File: src/rtl/fetch_addr_gen.sv
// Fetch address generator feeding the bus and the return address stack.
// Optional halt-on-bus-error behaviour is enabled by defining OPTION_FETCH_ERR_HALT_EN.
module fetch_addr_gen #(
    parameter logic [31:0] BOOT_ADDR    = 32'h0000_0080,
    parameter bit          IFB_STALL_EN = 1'b1
) (
    input  logic        s_clk_i,
    input  logic        s_resetn_i,
    input  logic        s_flush_i,
    input  logic [30:0] s_flush_addr_i,
    input  logic [1:0]  s_ras_poped_i,
    input  logic [30:0] s_ras_addr_i,
    input  logic        s_ifb_full_i,
    input  logic        s_hready_i,
    input  logic        s_hresp_i,
    output logic [31:0] s_haddr_o,
    output logic [1:0]  s_htrans_o,
    output logic [29:0] s_fetch_addr_o,
    output logic        s_valid_o,
    output logic        s_ualign_o,
    output logic        s_ferr_o
);

    typedef enum logic [1:0] {ST_BOOT, ST_RUN, ST_STALL, ST_HALT} state_e;

    state_e      state_q, state_d;
    logic [29:0] pc_q, pc_d;
    logic [29:0] dp_addr_q, dp_addr_d;
    logic        dp_ualign_q, dp_ualign_d;
    logic        dp_live_q, dp_live_d;
    logic        pend_vld_q, pend_vld_d;
    logic        pend_flush_q, pend_flush_d;
    logic [30:0] pend_addr_q, pend_addr_d;

    logic        ifb_full, flush, pop, live, err, halt_now;
    logic        issue_ok, issue, accept;
    logic [30:0] tgt;

    assign ifb_full = IFB_STALL_EN ? s_ifb_full_i : 1'b0;
    assign flush    = s_flush_i & (state_q != ST_BOOT);
    assign pop      = (|s_ras_poped_i) & ((state_q == ST_RUN) || (state_q == ST_STALL));
    // A redirect makes the beat currently in data phase wrong-path.
    assign live     = dp_live_q & ~flush & ~pop;
    assign err      = live & s_hready_i & s_hresp_i;

`ifdef OPTION_FETCH_ERR_HALT_EN
    assign halt_now = err;
`else
    assign halt_now = 1'b0;
`endif

    // Halfword issue address; redirects bypass only when the bus can take it,
    // so the address stays stable through wait states.
    always_comb begin
        tgt = {pc_q, (state_q == ST_BOOT) ? BOOT_ADDR[1] : 1'b0};
        if (s_hready_i) begin
            if (flush)           tgt = s_flush_addr_i;
            else if (pend_vld_q) tgt = pend_addr_q;
            else if (pop)        tgt = s_ras_addr_i;
        end
    end

    always_comb begin
        issue_ok = 1'b0;
        state_d  = state_q;
        case (state_q)
            ST_BOOT: begin
                issue_ok = 1'b1;
                state_d  = ST_RUN;
            end
            ST_RUN: begin
                issue_ok = ~(s_hready_i & ifb_full & ~flush);
                if (halt_now)                             state_d = ST_HALT;
                else if (s_hready_i & ifb_full & ~flush)  state_d = ST_STALL;
            end
            ST_STALL: begin
                issue_ok = ~ifb_full | flush;
                if (halt_now)               state_d = ST_HALT;
                else if (~ifb_full | flush) state_d = ST_RUN;
            end
            ST_HALT: begin
                issue_ok = flush;
                if (flush) state_d = ST_RUN;
            end
            default: state_d = ST_BOOT;
        endcase
    end

    assign issue  = s_resetn_i & issue_ok & ~halt_now;
    assign accept = issue & s_hready_i;

    always_comb begin
        pc_d         = pc_q;
        dp_addr_d    = dp_addr_q;
        dp_ualign_d  = dp_ualign_q;
        dp_live_d    = dp_live_q;
        pend_vld_d   = pend_vld_q;
        pend_flush_d = pend_flush_q;
        pend_addr_d  = pend_addr_q;

        if (accept) pc_d = tgt[30:1] + 30'd1;

        if (s_hready_i) begin
            dp_live_d   = accept;
            dp_ualign_d = accept & tgt[0];
            if (accept) dp_addr_d = tgt[30:1];
        end else begin
            dp_live_d = dp_live_q & ~flush;
        end

        // Redirects that cannot issue now are parked; a flush is never displaced by a pop.
        if (accept) begin
            pend_vld_d   = 1'b0;
            pend_flush_d = 1'b0;
        end else if (flush) begin
            pend_vld_d   = 1'b1;
            pend_flush_d = 1'b1;
            pend_addr_d  = s_flush_addr_i;
        end else if (pop && !(pend_vld_q && pend_flush_q)) begin
            pend_vld_d   = 1'b1;
            pend_flush_d = 1'b0;
            pend_addr_d  = s_ras_addr_i;
        end
    end

    always_ff @(posedge s_clk_i) begin
        if (!s_resetn_i) begin
            state_q      <= ST_BOOT;
            pc_q         <= BOOT_ADDR[31:2];
            dp_addr_q    <= '0;
            dp_ualign_q  <= 1'b0;
            dp_live_q    <= 1'b0;
            pend_vld_q   <= 1'b0;
            pend_flush_q <= 1'b0;
            pend_addr_q  <= '0;
        end else begin
            state_q      <= state_d;
            pc_q         <= pc_d;
            dp_addr_q    <= dp_addr_d;
            dp_ualign_q  <= dp_ualign_d;
            dp_live_q    <= dp_live_d;
            pend_vld_q   <= pend_vld_d;
            pend_flush_q <= pend_flush_d;
            pend_addr_q  <= pend_addr_d;
        end
    end

    assign s_haddr_o      = {tgt[30:1], 2'b00};
    assign s_htrans_o     = issue ? 2'b10 : 2'b00;
    assign s_fetch_addr_o = dp_addr_q;
    assign s_valid_o      = live & s_hready_i;
    assign s_ualign_o     = dp_ualign_q;
    assign s_ferr_o       = err;

endmodule

File: config.mk
export PLATFORM = sky130hd
export DESIGN_NAME = fetch_addr_gen
export DESIGN_NICKNAME = d
export VERILOG_FILES = /design/src/rtl/fetch_addr_gen.sv
export SDC_FILE = /design/constraint.sdc
export NUM_CORES = 1
export LEC_CHECK = 0
export CAP_MARGIN = 30
export CORE_MARGIN = 2
export CORE_UTILIZATION = 30
export DETAILED_ROUTE_END_ITERATION = 16
export DONT_BUFFER_PORTS = 1
export GPL_ROUTABILITY_DRIVEN = 0
export PLACE_DENSITY_LB_ADDON = 0.2
export SLEW_MARGIN = 25
export SYNTH_ARGS = -nofsm -noshare
export SYNTH_HDL_FRONTEND = slang
export SYNTH_SLANG_ARGS = --single-unit
File: constraint.sdc
create_clock -name s_clk_i -period 5 [get_ports s_clk_i]
set_input_delay 1 -clock s_clk_i [delete_from_list [all_inputs] [get_ports s_clk_i]]
set_output_delay 1 -clock s_clk_i [all_outputs]
set_load 0.03 [all_outputs]
-- Word level (Yosys, flattened, before mapping)
Cells that the tools add are included.
- flip-flop bits (word level): 97
- input port bits: 70
- output and inout port bits: 67
- logic and storage cells: 62
- $add $sub $neg: 1
- equality and inequality tests: 6
- multiplexer cells: 17
- bitwise operators: 18
- reduce and logical (&&, ||, !) cells: 12
- operator list (cell ; count):
    $mux W31 ; 6
    $add A30 B1 Y30 const B ; 1
    $and A1 B1 Y1 ; 11
    $mux W2 ; 4
    $pmux W2 S4 ; 1
    $not A1 Y1 ; 6
    $mux W1 ; 5
    $eq A2 B2 Y1 const B ; 2
    $ne A2 B1 Y1 const B ; 2
    $pmux W1 S4 ; 1
    $reduce_and A2 Y1 ; 2
    $reduce_bool A2 Y1 ; 2
    $reduce_or A2 Y1 ; 2
    $reduce_and A3 Y1 ; 1
    $eq A2 B1 Y1 const B ; 1
    $logic_and A1 B1 Y1 ; 2
    $logic_not A2 Y1 ; 1
    $ne A2 B2 Y1 const B ; 1
    $logic_not A1 Y1 ; 1
    $logic_or A1 B1 Y1 ; 1
    $or A1 B1 Y1 ; 1

-- Depth between registers and ports, before layout
Gate-level depths: netlist of run 1.
- depth after elaboration: 10
- depth in mapped cells: 15
- depth with buffers taken out: 12

-- Worst setup path after synthesis of run 1
Ideal clock, no wire load.
- path type: in2reg
- start: input s_hready_i
- end: register pc_q[28]
- setup time: 0.070 ns
- arrival time: 4.056 ns
- data required time: 4.930 ns
- setup slack: 0.874 ns
- stages on the path: 13
- buffers on the path: 6
- path through: buf_4 > buf_4 > buf_6 > buf_6 > clkbuf_1 > buf_1 > o21a_1 > ha_1 > nand3_1 > nor4_2 > nand3_2 > or3_1 > a21oi_1
- elaborated cells on any way between the ends: 8
- those cells by class: add/sub (1); mux (2); bitwise (5)
- RTL lines (element ; line ; RTL):
    start: declaration ; 14 ; input logic s_hready_i,
    $mux W31 ; 56 ; if (s_hready_i) begin
    via s_haddr_o[3] ; 16 ; output logic [31:0] s_haddr_o,
    $add A30 B1 Y30 ; 101 ; if (accept) pc_d = tgt[30:1] + 30'd1;
    end signal: assignment ; 129 ; pc_q <= BOOT_ADDR[31:2];
    end signal: assignment ; 138 ; pc_q <= pc_d;
    end: declaration ; 27 ; logic [29:0] pc_q, pc_d;
The timed path passes the listed nets, and every way through them passes these cells.
A chain may end at the register's enable or synchronous reset.

-- Worst setup path after layout of run 1
- start: register state_q[0]
- end: output s_haddr_o[29]
- cells in the longest elaborated chain, start to end: 7
- elaborated cells on any way between the ends: 10
- those cells by class: eq/ne (2); mux (4); bitwise (2); reduce/logical (2)
- RTL lines (element ; line ; RTL):
    start: declaration ; 26 ; state_e state_q, state_d;
    start signal: assignment ; 137 ; state_q <= state_d;
    $eq A2 B1 Y1 or $eq A2 B2 Y1 (tied branches) ; 41 ; assign pop = (|s_ras_poped_i) & ((state_q == ST_RUN) || (state_q == ST_STALL));
    $logic_or A1 B1 Y1 ; 41 ;
    $and A1 B1 Y1 ; 41 ;
    $mux W31 ; 59 ; else if (pop) tgt = s_ras_addr_i;
    $mux W31 ; 58 ; else if (pend_vld_q) tgt = pend_addr_q;
    $mux W31 (*) ; 57 ; if (flush) tgt = s_flush_addr_i;
    $mux W31 (*) ; 56 ;
    end: declaration ; 16 ;
Mark *: on every way between the ends. The rest lies on a longest branch, timed or not.

==> impl_metrics.csv, run 1 <==
group,metric,value,unit
worst_setup_path,reg2reg_to,"pc_q[27]",
min_path,hold_path.class,"register to register",
clock_tree,cts_max_path_buffers,2,
die,die_width,147,µm
timing,tns,0,ns
timing,slew_violations,0,
worst_setup_path,cpPeakStageDelay,0.49,ns
pwr,power_frac_seq,0.299,
worst_setup_path,path_common_cell,"buf_4",
clock_tree,clock_tree.root_cell,"clkbuf_16",
layout,nets,841,
timing,setup_viol,0,
logic_synthesis,ys_warn_count,0,
worst_setup_path,worst-r2r-cell-count,11,
clock_tree,h-tree-depth,3,
pwr,switching_share,0.527,
placed_design,pre_cts_slack,0.873,ns
placed_design,numPortBuffers,0,
die,io_pins,137,
die,initial_utilization,0.304,
pwr,power.leakage,2.59,nW
clock_tree,clk_pin_slew,0.07,ns
clock_tree,cts_made_buffers,9,
pwr,peakVddDrop,0.000284,V
layout,fill_cells,2149,
pwr,clkPwrFrac,0.146,
outcome,status,"completed",
clock_tree,cts_setup_buffers,0,
layout,design_area,6730,µm²
timing,worst_pin_slew,0.919,ns
die,die_area,21600,µm²
timing,finalCritPeriodShare,0.809,
logic_synthesis,syn_area_per_cell,7.79,µm²
pwr,power_density,734,nW/µm²
min_path,min_from,"pend_flush_q",
worst_setup_path,cp.arrival,3.04,ns
routing,wl_per_cell,23.0,µm
logic_synthesis,synth_seq_cells,97,
clock_tree,cts_resized,0,
worst_setup_path,worstSetupPathType,"register to output pin",
layout,fin_util,0.334,
clock_tree,clk_latency,0.36,ns
layout,drive_gt1_frac,0.119,
worst_setup_path,crit_chain,"inv_1 -> ha_1 -> buf_4 -> o21ai_4 -> buf_4 -> nor3_1 -> o311a_1 -> nor2_1",
worst_setup_path,worstPathMaxFanout,22,
global_routing,grt_pass1_wl,36.4,mm
routing,postRouteAntennaNets,0,
logic_synthesis,postSynthCellCount,788,
routing,initialDrtViolationCount,526,
global_routing,grt_usage,0.219,
pwr,switchingPower,2.61,mW
clock_tree,cts_tree,"built",
routing,wl,24.0,mm
global_routing,grt_max_degree,78,
logic_synthesis,async_flop_share,0,
routing,vias,6045,
global_routing,overflow,0,
worst_setup_path,cp-end-kind,"output pin",
worst_setup_path,start_kind,"register",
layout,areaGrowthSynthToFinish,9.68,%
layout,multi_input_area,3820,µm²
min_path,min_path_cells,2,
logic_synthesis,synth_flop_cell,"dfxtp_1",
logic_synthesis,seq_area_frac_synth,0.316,
routing,drc,0,
routing,dr.pass1.iters,7,
layout,final_cells,1042,
global_routing,antenna_found_initial,2,
timing,finalWorstSetupSlack,0.957,ns
logic_synthesis,synth-edff-count,0,
timing,maxSlewHeadroom,0.385,
clock_tree,hold_buffers,0,
global_routing,grt_pass1_vias,5462,
placed_design,postPlaceCellArea,6430,µm²
timing,clock_skew,0.00717,ns
worst_setup_path,critPathRequiredTime,4.00,ns
logic_synthesis,syn-cell-area,6140,µm²
timing,period_minus_slack,4.04,ns
worst_setup_path,reg2reg_slack,0.98,ns
timing,fmax,0.247,GHz
timing,grt_setup_unrepaired,"no",
pwr,power_frac_comb,0.555,
clock_tree,cts_sinks,97,
die,rows,52,
placed_design,dp_cells,1024,
job,cap_viol_max_count,0,
min_path,holdPathEnd,"pend_flush_q",
layout,regArea,1940,µm²
logic_synthesis,synth_cell_types,76,
placed_design,hpwlAfterDp,17.5,mm
routing,viasPerCell,5.80,
timing,finalHoldViolations,0,
worst_setup_path,worstReg2RegStart,"state_q[0]",
worst_setup_path,cp_slowest_cell,"nor2_1",
die,die_y,147,µm
pwr,internal-power,2.34,mW
die,core_area,20200,µm²
[critical path: cells and delay by family (launching register included)]
| kind | cells | cell delay (ns) |
|---|---|---|
| simple gates | 2 | 0.56 |
| buf+inv | 3 | 0.68 |
| flops | 1 | 0.41 |
| compound gates | 2 | 0.71 |
| fa+ha+maj | 1 | 0.32 |
[metrics by stage]
step                power (mW)  hold slack (ns)
finish                    4.94            0.481
global route              5.27            0.510
CTS                       4.94            0.478
detailed placement        4.20            0.467
floorplan                 3.42            0.441
global placement          4.21            0.462
[registers in the layout, indices dropped and copies added (netlist names)]
| signal | flops |
|---|---|
| s_fetch_addr_o | 30 |
| dp_live_q | 1 |
| state_q | 2 |
| pc_q | 30 |
| pend_vld_q | 1 |
| pend_flush_q | 1 |
| s_ualign_o | 1 |
| pend_addr_q | 31 |
[synthesized netlist by cell type (15+ instances only)]
| master | count | share of area |
|---|---|---|
| a211oi_1 | 36 | 0.044 |
| a21oi_1 | 33 | 0.027 |
| a311oi_1 | 27 | 0.039 |
| a31oi_1 | 20 | 0.020 |
| buf_4 | 15 | 0.018 |
| clkbuf_1 | 34 | 0.021 |
| dfxtp_1 | 97 | 0.32 |
| nand2_1 | 101 | 0.062 |
| nand3_1 | 28 | 0.023 |
| nor2_1 | 91 | 0.056 |
| nor2b_1 | 19 | 0.019 |
| nor3_1 | 23 | 0.019 |
| o211a_1 | 23 | 0.037 |
| o21ai_0 | 44 | 0.036 |
[area by class of cell]
| cell class | instances | area share |
|---|---|---|
| antenna | 2 | 0.000743 |
| clock buffer | 11 | 0.0375 |
| clock inverter | 5 | 0.00632 |
| inverter | 13 | 0.00725 |
| multi-input combinational | 608 | 0.567 |
| sequential | 97 | 0.289 |
| tap | 270 | 0.0502 |
| timing repair buffer | 36 | 0.0420 |
[logic make-up after synthesis]
family                   after synthesis  share of synthesized area
flip-flops                            97                      0.316
other                                  1                   0.000611
adder cells (fa/ha/maj)                6                     0.0122
AND/OR/NAND/NOR                      312                      0.239
XOR/XNOR                               7                    0.00999
buffers and inverters                 85                     0.0725
multiplexers                          12                     0.0212
AO/OA/AOI/OAI                        268                      0.329
[routing by layer]
layer	wire length, µm	track usage
met3	2210	0.0655
met2	9980	0.307
met1	11500	0.328
met4	364	0.0500
met5	0	0
[how the worst max path moves through the flow]
stage	from	endpoint	slack, ns	cells after the start
CTS	state_q[0]	s_haddr_o[29]	0.98	8
finish	state_q[0]	s_haddr_o[29]	0.96	8
floorplan	s_hready_i	pc_q[28]	0.87	13
detailed placement	s_ras_poped_i[1]	pc_q[27]	0.87	8
global placement	s_ras_poped_i[1]	pc_q[27]	0.89	8
global route	state_q[0]	s_haddr_o[30]	0.83	8
[power groups by stage]
stage	sequential, mW	clock [mW]	combinational [mW]
detailed placement	1.49	0	2.71
global placement	1.49	0	2.71
finish	1.48	0.724	2.74
global route	1.52	0.768	2.99
CTS	1.47	0.743	2.72
floorplan	1.38	0	2.04
[cell usage in the layout, fill, tap and decap left out, types with 10 or more instances in the layout]
cell / instances
a211oi_1: 35
a21oi_1: 32
a311oi_1: 27
a31oi_1: 20
buf_4: 35
dfxtp_1: 96
inv_1: 12
nand2_1: 101
nand3_1: 28
nor2_1: 90
nor2b_1: 19
nor3_1: 23
o211a_1: 23
o21ai_0: 44
o311a_1: 10
Note: power is estimated with default switching activity, not from simulation.
==> run 2, diff against run 1 <==
==> constraint.sdc (replaced) <==
create_clock -name s_clk_i -period 4.05 [get_ports s_clk_i]
set_input_delay 0.81 -clock s_clk_i [delete_from_list [all_inputs] [get_ports s_clk_i]]
set_output_delay 0.81 -clock s_clk_i [all_outputs]
set_load 0.03 [all_outputs]
==> impl_metrics.csv, run 2 (synthesis results as in run 1) <==
group,metric,value,unit
outcome,status,"completed",
clock_tree,cts_sinks,97,
global_routing,globalRoute.busiestLayer,"met1",
worst_setup_path,worst-r2r-cell-count,11,
layout,fill_cells,2147,
layout,largest_register_ffs,31,
layout,final_cell_mix,"101 x nand2_1, 96 x dfxtp_1, 90 x nor2_1",
min_path,hold_path.class,"register to register",
global_routing,overflow,0,
worst_setup_path,worstPathMaxFanout,10,
timing,maxSlewHeadroom,0.427,
clock_tree,cts_max_path_buffers,2,
pwr,power_frac_comb,0.566,
pwr,internal-power,3.01,mW
routing,postRouteAntennaNets,0,
worst_setup_path,reg2reg_slack,0.26,ns
timing,grt_setup_unrepaired,"no",
pwr,switchingPower,3.25,mW
pwr,power_density,906,nW/µm²
worst_setup_path,worstSetupPathType,"register to register",
clock_tree,cts_resized,0,
timing,clock_skew,0.00855,ns
worst_setup_path,path_common_cell,"nand3_1",
worst_setup_path,cp.arrival,4.09,ns
timing,worst_pin_slew,0.859,ns
layout,final_common_cell,"nand2_1",
min_path,holdPathEnd,"pend_flush_q",
worst_setup_path,cp-end-kind,"register",
timing,finalHoldViolations,0,
pwr,switching_share,0.520,
global_routing,grt_pass1_vias,5533,
pwr,power.leakage,2.70,nW
worst_setup_path,start_kind,"register",
pwr,clkPwrFrac,0.144,
routing,wl_per_cell,22.6,µm
global_routing,grt_pass1_wl,36.0,mm
global_routing,antenna_found_initial,1,
worst_setup_path,cp_slowest_cell,"or4_4",
clock_tree,clock_tree.root_cell,"clkbuf_16",
routing,dr.pass1.iters,7,
clock_tree,cts_made_buffers,9,
timing,setup_viol,0,
clock_tree,hold_buffers,0,
timing,finalCritPeriodShare,0.936,
worst_setup_path,cp_top_family,"simple AND/OR/NAND/NOR gates",
die,initial_utilization,0.304,
die,core_area,20200,µm²
clock_tree,clk_pin_slew,0.08,ns
pwr,peakVddDrop,0.000282,V
routing,initialDrtViolationCount,779,
die,io_pins,137,
layout,nets,862,
worst_setup_path,reg2reg_to,"pc_q[27]",
global_routing,use_met1,0.329,
worst_setup_path,crit_buf_inv,2,
layout,areaGrowthSynthToFinish,12.6,%
global_routing,grtUsageMet3,0.0484,
global_routing,grt_usage,0.217,
pwr,power_frac_seq,0.289,
routing,wl,24.0,mm
timing,tns,0,ns
placed_design,hpwlAfterDp,17.5,mm
worst_setup_path,worstReg2RegStart,"state_q[0]",
worst_setup_path,critPathRequiredTime,4.35,ns
pwr,total_power,6.26,mW
placed_design,numPortBuffers,0,
timing,slew_violations,0,
die,die_y,147,µm
clock_tree,cts_tree,"built",
global_routing,grt_max_degree,78,
die,rows,52,
clock_tree,h-tree-depth,3,
die,die_area,21600,µm²
routing,drc,0,
global_routing,met2_usage,0.308,
timing,period_minus_slack,3.79,ns
worst_setup_path,crit_start,"state_q[0]",
clock_tree,cts_setup_buffers,0,
routing,vias,6122,
min_path,min_path_cells,2,
timing,fmax,0.264,GHz
layout,drive_gt1_frac,0.147,
worst_setup_path,cpPeakStageDelay,0.54,ns
layout,largest-register,"pend_addr_q",
layout,fin_util,0.343,
clock_tree,clk_latency,0.36,ns
die,die_width,147,µm
worst_setup_path,crit_chain,"inv_1 -> ha_2 -> buf_4 -> o21a_2 -> mux2i_1 -> o2111ai_1 -> nand3_1 -> or3_4 -> or4_4 -> or4_1 -> nand3_1",
job,cap_viol_max_count,0,
min_path,min_from,"pend_flush_q",
routing,viasPerCell,5.76,
[run 2: layer usage]
layer / vias to the layer above / wire length (µm)
li1: 2917 / -
met1: 2936 / 11400
met2: 245 / 9950
met3: 24 / 2210
met4: 0 / 406
met5: - / 0
[run 2: power groups by stage]
stage	Combinational (mW)	Clock [mW]	Sequential, mW
2_1_floorplan	2.52	0	1.70
3_3_place_gp	3.47	0	1.82
3_5_place_dp	3.47	0	1.82
4_1_cts	3.48	0.920	1.80
5_1_grt	3.85	0.958	1.86
6_report	3.55	0.905	1.81
[run 2: layout make-up]
cell class | count | area, µm² | area share
Tap cell | 270 | 338 | 0.0489
Timing Repair Buffer | 57 | 440 | 0.0637
Antenna cell | 1 | 2.50 | 0.000362
Clock buffer | 11 | 253 | 0.0366
Multi-Input combinational cell | 608 | 3840 | 0.556
Inverter | 13 | 48.8 | 0.00706
Sequential cell | 97 | 1940 | 0.281
Clock inverter | 5 | 45.0 | 0.00652
[run 2: tightest hold or removal path: cells and delay by family (launching register included)]
kind / cells / cell delay, ns
DFF: 1 / 0.31
AOI/OAI and AO/OA: 2 / 0.14
[run 2: how the worst max path moves through the flow]
| stage | endpoint | cells after the start |
|---|---|---|
| after global routing | pc_q[28] | 14 |
| after global placement | pc_q[28] | 10 |
| after CTS | pc_q[28] | 10 |
| after detailed placement | pc_q[28] | 10 |
| final | pc_q[27] | 11 |
| after floorplan | pc_q[28] | 13 |
[run 2: stage by stage]
stage	cell area, µm²	setup WS [ns]	std cells	hold slack [ns]
final	6910	0.261	1062	0.481
after detailed placement	6590	0.155	1045	0.464
after global routing	6910	0.110	1062	0.514
after CTS	6890	0.129	1061	0.475
after floorplan	6150	0.114	790	0.441
after global placement	6590	0.278	1045	0.462
==> run 3, diff against run 2 <==
--- a/config.mk
+++ b/config.mk
@@ -6,6 +6,8 @@
 export NUM_CORES = 1
 export LEC_CHECK = 0
 export CAP_MARGIN = 30
+export CELL_PAD_IN_SITES_DETAIL_PLACEMENT = 1
+export CELL_PAD_IN_SITES_GLOBAL_PLACEMENT = 2
 export CORE_MARGIN = 2
 export CORE_UTILIZATION = 30
 export DETAILED_ROUTE_END_ITERATION = 16
==> impl_metrics.csv, run 3 (synthesis results as in run 1) <==
group,metric,value,unit
worst_setup_path,path_common_cell,"ha_1",
placed_design,numPortBuffers,0,
worst_setup_path,crit_buf_inv,2,
global_routing,grt_max_degree,78,
clock_tree,clk_pin_slew,0.08,ns
worst_setup_path,worst-r2r-cell-count,13,
layout,final_cell_mix,"101 x nand2_1, 96 x dfxtp_1, 90 x nor2_1",
worst_setup_path,cp-end-kind,"register",
layout,fill_cells,2434,
die,core_area,20200,µm²
clock_tree,clock_tree.root_cell,"clkbuf_16",
layout,largest-register,"pend_addr_q",
timing,clock_skew,0.00704,ns
worst_setup_path,critPathRequiredTime,4.34,ns
die,io_pins,137,
timing,fmax,0.263,GHz
timing,period_minus_slack,3.80,ns
min_path,min_from,"pc_q[23]",
layout,final_cells,1064,
die,die_area,21600,µm²
layout,multi_input_area,3820,µm²
min_path,min_path_cells,2,
global_routing,grt_pass1_vias,6384,
timing,grt_setup_unrepaired,"no",
worst_setup_path,cp.arrival,4.08,ns
pwr,peakVddDrop,0.000328,V
clock_tree,cts_sinks,97,
placed_design,hpwlAfterDp,19.7,mm
die,die_y,147,µm
die,rows,52,
global_routing,overflow,0,
layout,nets,865,
routing,wl_per_cell,25.0,µm
worst_setup_path,worstSetupPathType,"register to register",
timing,worst_pin_slew,0.879,ns
global_routing,grt_pass1_wl,40.9,mm
worst_setup_path,worstPathMaxFanout,8,
timing,slew_violations,0,
clock_tree,cts_tree,"built",
pwr,power_density,920,nW/µm²
clock_tree,cts_max_path_buffers,2,
timing,maxSlewHeadroom,0.414,
worst_setup_path,cpPeakStageDelay,0.53,ns
layout,antennaDiodeCount,0,
pwr,power.leakage,2.73,nW
global_routing,antenna_found_initial,0,
worst_setup_path,cp_top_family,"compound AO/OA/AOI/OAI gates",
timing,holdWs,0.478,ns
routing,postRouteAntennaNets,0,
routing,wl,26.6,mm
layout,design_area,6930,µm²
clock_tree,cts_made_buffers,9,
routing,viasPerCell,5.91,
clock_tree,hold_buffers,0,
worst_setup_path,start_kind,"register",
layout,areaGrowthSynthToFinish,12.9,%
routing,dr.pass1.iters,5,
placed_design,dp_cells,1048,
worst_setup_path,cp_slowest_cell,"ha_1",
layout,largest_register_ffs,31,
pwr,total_power,6.38,mW
global_routing,grt_usage,0.245,
outcome,status,"completed",
min_path,holdPathEnd,"pc_q[23]",
layout,final_common_cell,"nand2_1",
routing,vias,6290,
clock_tree,clk_latency,0.36,ns
timing,finalWorstSetupSlack,0.252,ns
layout,regArea,1940,µm²
placed_design,postPlaceCellArea,6640,µm²
worst_setup_path,reg2reg_slack,0.25,ns
clock_tree,cts_resized,0,
worst_setup_path,reg2reg_to,"pc_q[28]",
placed_design,pre_cts_slack,0.304,ns
layout,fin_util,0.344,
timing,finalHoldViolations,0,
job,cap_viol_max_count,0,
min_path,hold_path.class,"register to register",
die,initial_utilization,0.304,
routing,drc,0,
timing,finalCritPeriodShare,0.938,
timing,setup_viol,0,
layout,drive_gt1_frac,0.147,
worst_setup_path,worstReg2RegStart,"state_q[0]",
routing,initialDrtViolationCount,509,
clock_tree,cts_setup_buffers,0,
timing,tns,0,ns
worst_setup_path,crit_chain,"inv_1 -> ha_1 -> o21a_2 -> mux2i_1 -> o2111ai_1 -> o21a_1 -> ha_1 -> nand3_1 -> nor4_2 -> buf_4 -> nand3_2 -> or3_1 -> a21oi_1",
clock_tree,h-tree-depth,3,
die,die_width,147,µm
[run 3: how the worst max path moves through the flow]
stage	endpoint	cells past startpoint	from
finish	pc_q[28]	13	state_q[0]
global route	pc_q[28]	13	state_q[0]
global placement	pc_q[28]	13	state_q[0]
CTS	pc_q[28]	13	state_q[0]
detailed placement	pc_q[28]	13	state_q[0]
floorplan	pc_q[28]	13	s_hready_i
[run 3: layer usage]
| layer | vias up | global-route usage | routed length (µm) |
|---|---|---|---|
| li1 | 2922 | - | - |
| met1 | 3108 | 0.352 | 12700 |
| met2 | 225 | 0.366 | 11300 |
| met3 | 35 | 0.0624 | 2060 |
| met4 | 0 | 0.0649 | 524 |
| met5 | - | 0 | 0 |
[run 3: final cells by class]
type	instances	share of cell area
multi-input cells	608	0.551
clock buffers	10	0.0345
repair buffers	60	0.0704
flip-flops and latches	97	0.280
well taps	270	0.0487
inverters	13	0.00704
clock inverters	6	0.00830
[run 3: worst reg2reg max path, delay by kind of cell (launching register included)]
family / cells / cell delay, ns
flip-flops: 1 / 0.39
AND/OR/NAND/NOR: 4 / 1.01
buffers and inverters: 2 / 0.34
adder cells (fa/ha/maj): 2 / 0.76
multiplexers: 1 / 0.08
AO/OA/AOI/OAI: 4 / 1.15
[run 3: where the power goes]
part           switching [mW]  internal [mW]  total, mW
registers               0.479           1.32       1.80
logic                    2.43           1.26       3.69
clock network           0.440          0.450      0.891
